==> config.mk <==
export PLATFORM = sky130hd
export DESIGN_NAME = imm_gen_pipe
export DESIGN_NICKNAME = d
export VERILOG_FILES = /design/src/rtl/imm_gen_pipe.sv
export SDC_FILE = /design/constraint.sdc
export NUM_CORES = 1
export LEC_CHECK = 0
export CAP_MARGIN = 10
export CORE_MARGIN = 2
export CORE_UTILIZATION = 50
export DETAILED_ROUTE_END_ITERATION = 16
export PLACE_DENSITY = 0.8
export SLEW_MARGIN = 20
export SYNTH_ARGS = -nofsm -noshare
export SYNTH_HDL_FRONTEND = slang
export SYNTH_SLANG_ARGS = --single-unit
==> constraint.sdc <==
create_clock -name clk -period 2.2 [get_ports clk]
set_input_delay 0.44 -clock clk [delete_from_list [all_inputs] [get_ports clk]]
set_output_delay 0.44 -clock clk [all_outputs]
set_load 0.05 [all_outputs]
==> src/rtl/imm_gen_pipe.sv <==
// imm_gen_pipe: RV32I/RV64I immediate decoder feeding a 2-entry valid/ready output buffer,
// with a saturating count of accepted illegal opcodes.
module imm_gen_pipe #(
    parameter int XLEN  = 32,
    parameter int TAG_W = 32,
    parameter int CNT_W = 8
) (
    input  logic             clk,
    input  logic             reset,
    input  logic             flush,
    input  logic             in_valid,
    output logic             in_ready,
    input  logic [31:0]      in_instr,
    input  logic [TAG_W-1:0] in_tag,
    output logic             out_valid,
    input  logic             out_ready,
    output logic [XLEN-1:0]  out_imm,
    output logic [2:0]       out_fmt,
    output logic             out_illegal,
    output logic [TAG_W-1:0] out_tag,
    input  logic             clr_cnt,
    output logic [CNT_W-1:0] illegal_cnt
);
    localparam logic [2:0] F_NONE = 3'd0;
    localparam logic [2:0] F_I    = 3'd1;
    localparam logic [2:0] F_S    = 3'd2;
    localparam logic [2:0] F_B    = 3'd3;
    localparam logic [2:0] F_U    = 3'd4;
    localparam logic [2:0] F_J    = 3'd5;
    localparam logic [2:0] F_ILL  = 3'd7;
    localparam bit IS64 = (XLEN == 64);

    typedef struct packed {
        logic [XLEN-1:0]  imm;
        logic [2:0]       fmt;
        logic [TAG_W-1:0] tag;
    } ent_t;

    logic [2:0]       in_fmt;
    logic [XLEN-1:0]  in_imm;
    ent_t             in_ent, h_q, h_d, t_q, t_d;
    logic [1:0]       occ_q, occ_d;
    logic [CNT_W-1:0] cnt_q, cnt_d;
    logic             push, pop, load_new;

    always_comb begin
        in_fmt = F_ILL;
        case (in_instr[6:0])
            7'b0000011, 7'b0010011, 7'b1100111, 7'b1110011: in_fmt = F_I;
            7'b0011011: in_fmt = IS64 ? F_I : F_ILL;
            7'b0100011: in_fmt = F_S;
            7'b1100011: in_fmt = F_B;
            7'b0110111, 7'b0010111: in_fmt = F_U;
            7'b1101111: in_fmt = F_J;
            7'b0110011: in_fmt = F_NONE;
            7'b0111011: in_fmt = IS64 ? F_NONE : F_ILL;
            default: in_fmt = F_ILL;
        endcase
    end

    // Size casts of signed slices perform the sign extension to XLEN.
    always_comb begin
        in_imm = '0;
        case (in_fmt)
            F_I: in_imm = XLEN'($signed(in_instr[31:20]));
            F_S: in_imm = XLEN'($signed({in_instr[31:25], in_instr[11:7]}));
            F_B: in_imm = XLEN'($signed({in_instr[31], in_instr[7], in_instr[30:25], in_instr[11:8], 1'b0}));
            F_U: in_imm = XLEN'($signed({in_instr[31:12], 12'b0}));
            F_J: in_imm = XLEN'($signed({in_instr[31], in_instr[19:12], in_instr[20], in_instr[30:21], 1'b0}));
            default: in_imm = '0;
        endcase
    end

    assign in_ent    = '{imm: in_imm, fmt: in_fmt, tag: in_tag};
    assign in_ready  = reset && !flush && (occ_q != 2'd2);
    assign out_valid = (occ_q != 2'd0);
    assign push      = in_valid && in_ready;
    assign pop       = out_valid && out_ready && !flush;

    // A push lands in the head slot when the head is empty or being vacated this cycle.
    always_comb begin
        load_new = push && ((occ_q == 2'd0) || ((occ_q == 2'd1) && pop));
        occ_d    = flush ? 2'd0 : occ_q + {1'b0, push} - {1'b0, pop};
        h_d      = load_new ? in_ent : (pop && (occ_q == 2'd2)) ? t_q : h_q;
        t_d      = (push && !load_new) ? in_ent : t_q;
        cnt_d    = clr_cnt ? '0 :
                   (push && (in_fmt == F_ILL) && (cnt_q != '1)) ? cnt_q + 1'b1 : cnt_q;
    end

    always_ff @(posedge clk or negedge reset) begin
        if (!reset) begin
            occ_q <= 2'd0;
            h_q   <= '0;
            t_q   <= '0;
            cnt_q <= '0;
        end else begin
            occ_q <= occ_d;
            h_q   <= h_d;
            t_q   <= t_d;
            cnt_q <= cnt_d;
        end
    end

    assign out_imm     = h_q.imm;
    assign out_fmt     = h_q.fmt;
    assign out_tag     = h_q.tag;
    assign out_illegal = (h_q.fmt == F_ILL);
    assign illegal_cnt = cnt_q;
endmodule

### Word-level counts from Yosys, hierarchy flattened

Index checks and enable logic that the tools add are counted.

| cells by class | value |
|---|---|
| add/sub/neg operators | 3 |
| eq/ne operators | 21 |
| mux-type cells | 7 |
| reduce and logical (&&, ||, !) cells | 20 |

Operators by type and width:

| kind | number |
|---|---|
| 32-bit case mux with 5 select lines | 1 |
| 67-bit two-way mux | 2 |
| 7-bit equality test, second input constant | 4 |
| 7-bit by 6-bit equality test with 1-bit output, second input constant | 3 |
| 3-bit case mux with 6 select lines | 1 |
| 8-bit two-way mux | 2 |
| 7-bit by 5-bit equality test with 1-bit output, second input constant | 2 |
| 3-bit equality test, second input constant | 4 |
| 1-bit logical AND | 11 |
| 8-bit by 1-bit adder with 8-bit output, second input constant | 1 |
| 8-bit inequality test, second input constant | 1 |
| 7-bit by 2-bit equality test with 1-bit output, second input constant | 1 |
| 3-bit by 2-bit equality test with 1-bit output, second input constant | 2 |
| 2-bit nonzero test | 3 |
| 4-bit OR reduction | 1 |
| 3-bit by 1-bit equality test with 1-bit output, second input constant | 1 |
| 2-bit by 1-bit adder with 2-bit output | 1 |
| 2-bit by 1-bit equality test with 1-bit output, second input constant | 1 |
| 2-bit equality test, second input constant | 1 |
| 1-bit zero test | 2 |
| 2-bit zero test | 1 |
| 2-bit two-way mux | 1 |
| 2-bit inequality test, second input constant | 1 |
| 2-bit OR reduction | 1 |
| 2 further kinds | 2 |

| word-level totals | value |
|---|---|
| register bits after elaboration | 144 |
| output and inout port bits | 78 |
| word-level logic and storage cells | 59 |

### Logic depth before layout (Yosys ltp)

| depth | value |
|---|---|
| depth after elaboration | 8 |
| mapped depth | 7 |

### Worst setup path after synthesis

No wires, ideal clock.

| timing | value |
|---|---|
| path type | flip-flop to output port |
| start point | register occ_q[1] |
| end point | output in_ready |
| arrival time | 1.756 ns |
| data required time | 1.760 ns |
| slack | 0.004 ns |
| stages on the path, launching flop included | 3 |
| buffers on the path | 0 |
| cell sequence | dfrtp_1 > nor2b_1 > nor3b_1 |

| on the way | value |
|---|---|
| cells in the longest elaborated chain, start to end | 2 |

Ends and longest elaborated chain:

| item | line | text |
|---|---|---|
| start: declaration | 42 | `logic [1:0] occ_q, occ_d;` |
| start signal: assignment | 92 | `occ_q <= 2'd0;` |
| start signal: assignment | 97 | `occ_q <= occ_d;` |
| 2-bit inequality test | 75 | `assign in_ready = reset && !flush && (occ_q != 2'd2);` |
| 1-bit logical AND | 75 |  |
| end: declaration | 12 | `output logic in_ready,` |

Every way passes these cells.

### Worst setup path in the final report

| timing | value |
|---|---|
| start point | register cnt_q[3] (netlist: illegal_cnt[3]) |
| end point | output illegal_cnt[3] |

RTL lines:

| item | line | text |
|---|---|---|
| start: declaration | 43 | `logic [CNT_W-1:0] cnt_q, cnt_d;` |
| start signal: assignment | 100 | `cnt_q <= cnt_d;` |
| end: declaration | 22 | `output logic [CNT_W-1:0] illegal_cnt` |

No word-level cell between the ends.

==> impl_results.md <==
* Met3 routed WL at 1255 µm
* Gr usage total at 27.42%
* Number of global-route vias before repair at 5909
* Finished Cell Area at 0.009024 mm²
* Metal2 WL at 9064 µm
* Synth Instances at 675
* Post-synthesis cell type count at 55
* Total area of sequential cells at 0.003603 mm²
* Area Growth Syn to Fin at 40.83%
* Crit path required time at 1.76 ns
* Area of the multi-input gates at 0.002611 mm²
* Max VDD drop at 0.0004983 V
* DRT met1 WL at 7136 µm
* Share of layout cells above drive strength 1 at 12.37%
* Per-cell routed wire length at 17.50 µm
* Post-synth EDFFs at 0
* Period utilization at 97.53%
* Avg Inst Size Synth at 9.492 µm²
* Worst-skew pair later-pin latency at 0.42 ns
* Ys Warns at 0
* CTS H-tree lvls at 4
* Seq cells post-synth at 144
* Mapped cell area at 0.006407 mm²
* Worst stage delay on the critical path at 0.85 ns
* Initial Util at 50.98%
* Max cap viols at 0
* Routed WL at 18010 µm
* Async SR Flop Fraction at 100.0%
* Outcome: completed
* CTS clk-pin slew, worst paths at 0.06 ns
* Worst setup SP type: register
* Grt ovf at 0
* Finish-stage setup viols at 0
* DRT antenna net count at 0
* Diodes inserted at 0
* Leakage power at 4.260 nW
* Post-route DRC violation count at 0
* Drt first-iter violations at 548
* IO Port Bufs at 147
* Highest routed layer: met4
* Initial antenna violation count at 0
* Most common cell after layout, fill and taps aside: nand2_1
* Postcts setup bufs at 0
* Worst-Margin Slew at 0.7827 ns
* Final Hold Fails at 0
* Total Power at 0.008711 W
* P per Cell Area at 965.4 mW/mm²
* CTS tree: built
* Hold Path Class: in2async
* Commonest non-fill, non-tap cells in the layout: nand2_1 (204), dfrtp_1 (144), clkdlybuf4s50_1 (142)
* Post-synthesis sequential area ratio at 56.24%
* Via count at 5848
* Max frequency at 466.1 MHz
* Critical-path top delay cell: clkdlybuf4s50_1
* Layout fillers at 937
* Via-to-Cell Ratio at 5.683
* Core area at 0.01257 mm²
* Sink Count at 144
* Top FF cell, synth: dfrtp_1
* Gpl congestion at 0.8595
* Site Rows at 41
* Crit-path cells: clkdlybuf4s50_1
* CTS root buffer: clkbuf_16
* Largest net degree at the start of global routing at 60
* Post-Place Cell Area at 0.008404 mm²
* Critical Path Sink Type: primary output
* Total CTS buffers at 17
* Dpl hpwl at 12340 µm
* Rel. slew slack at 47.82%
* RSZ-0062 raised after global routing: no
* First-pass GRT wire length at 28910 µm
* Min Tclk post-route at 2.146 ns
* Syn nets at 748
* Chip width at 117.2 µm
* CP Class: reg2out
* CTS Buffer Depth at 2
* Layout Skew at 0.004651 ns
* # nets final at 918
* Crit path arrival time at 1.71 ns
* # IOs at 148
* Die area at 0.01374 mm²
* Fin. max-slew vios at 0
* Critical path buffers and inverters at 1
* Crit path max fanout at 7
* Worst hold margin at 0.06441 ns
* TritonRoute pass-1 iters at 8
* Crit path max-delay family: buffers and inverters
* Die H at 117.2 µm
[worst register-to-register path: stages, from the launching register on]
cell and delay [ns]:
dfrtp_1 0.43, ha_1 0.23, and2_1 0.18, nand3_1 0.09, nand4bb_1 0.10, buf_4 0.18
or4_1 0.48, a21oi_1 0.16
[repair_timing]
action,CTS,global route
endpoints found under the setup margin,2,8
gates resized for setup,2,1
hold buffers,0,0
gates cloned,0,0
[final timing paths]
kind,start,endpoint,slack (ns),cells past startpoint
hold reg to reg,out_tag[6],out_tag[6],0.47,2
hold / removal,reset,out_tag[17],0.06,2
max in group asynchronous,reset,t_q[5],0.86,3
min in group clk,out_tag[6],out_tag[6],0.47,2
setup / recovery,illegal_cnt[3],illegal_cnt[3],0.05,1
setup reg to reg,illegal_cnt[0],illegal_cnt[5],0.27,7
[layer usage]
metal | track usage [%] | vias to the layer above
met5 | 0 | -
met4 | 12.71 | 0
met3 | 5.819 | 46
met2 | 44.75 | 251
met1 | 35.22 | 2858
li1 | - | 2693
[registers in the layout, indices dropped and copies added, names as in the netlist]
name,flops
out_fmt,3
out_tag,32
out_imm,32
occ_q,2
t_q,67
illegal_cnt,8
[Yosys cell counts, drive strengths merged, types with 2 or more instances]
master	n	area share (%)
a211o	3	0.41
a21oi	39	3.2
a221oi	8	1.1
a22o	6	0.82
a22oi	60	7.0
a31oi	4	0.39
and2	2	0.20
and3	17	1.7
buf	13	1.1
clkbuf	33	2.0
dfrtp	144	56
ha	3	0.59
inv	10	0.59
mux2	4	0.70
nand2	204	12
nand2b	3	0.29
nand3	6	0.47
nand3b	2	0.23
nand4	5	0.49
nor2	24	1.5
nor2b	4	0.39
nor3b	3	0.43
nor4b	2	0.37
o21ai	43	3.4
o22ai	6	0.59
or3	6	0.59
or4	2	0.29
xor2	2	0.27
[kinds of logic (layout without fill, tap and decap cells)]
family                   count (synthesis)  count (layout)  share of synthesized area, %
XOR/XNOR                                 3               3                        0.4102
multiplexers                             5               5                        0.8592
AND/OR/NAND/NOR                        288             288                         19.88
flip-flops                             144             144                         56.24
buffers and inverters                   56             238                         3.632
AO/OA/AOI/OAI                          176             176                         18.39
adder cells (fa/ha/maj)                  3               3                        0.5859
[where the power goes]
part           switching, W  total (W)  internal [W]  leakage [nW]
combinational       0.00150    0.00234      0.000837          2.05
sequential         0.000282    0.00341       0.00313          1.91
clock               0.00107    0.00296       0.00189         0.294
[through the flow]
step,util (%),instances,worst slack (ns),TNS [ns]
3_3_place_gp,66.87,998,-0.2163,-5.687
5_1_grt,71.80,1029,0.0003859,0
3_5_place_dp,66.87,998,-0.2798,-12.39
2_1_floorplan,-,675,0.003739,0
6_report,71.80,1029,0.05440,0
4_1_cts,71.75,1029,0.04625,0
[area by class of cell]
cell class              count  area share, %
clock buffers              22          5.366
clock inverters             9          1.456
inverters                  10         0.4160
multi-input cells         475          28.94
flip-flops and latches    144          39.93
well taps                 172          2.385
repair buffers            197          21.51
Power figures use the tool's default switching activity.
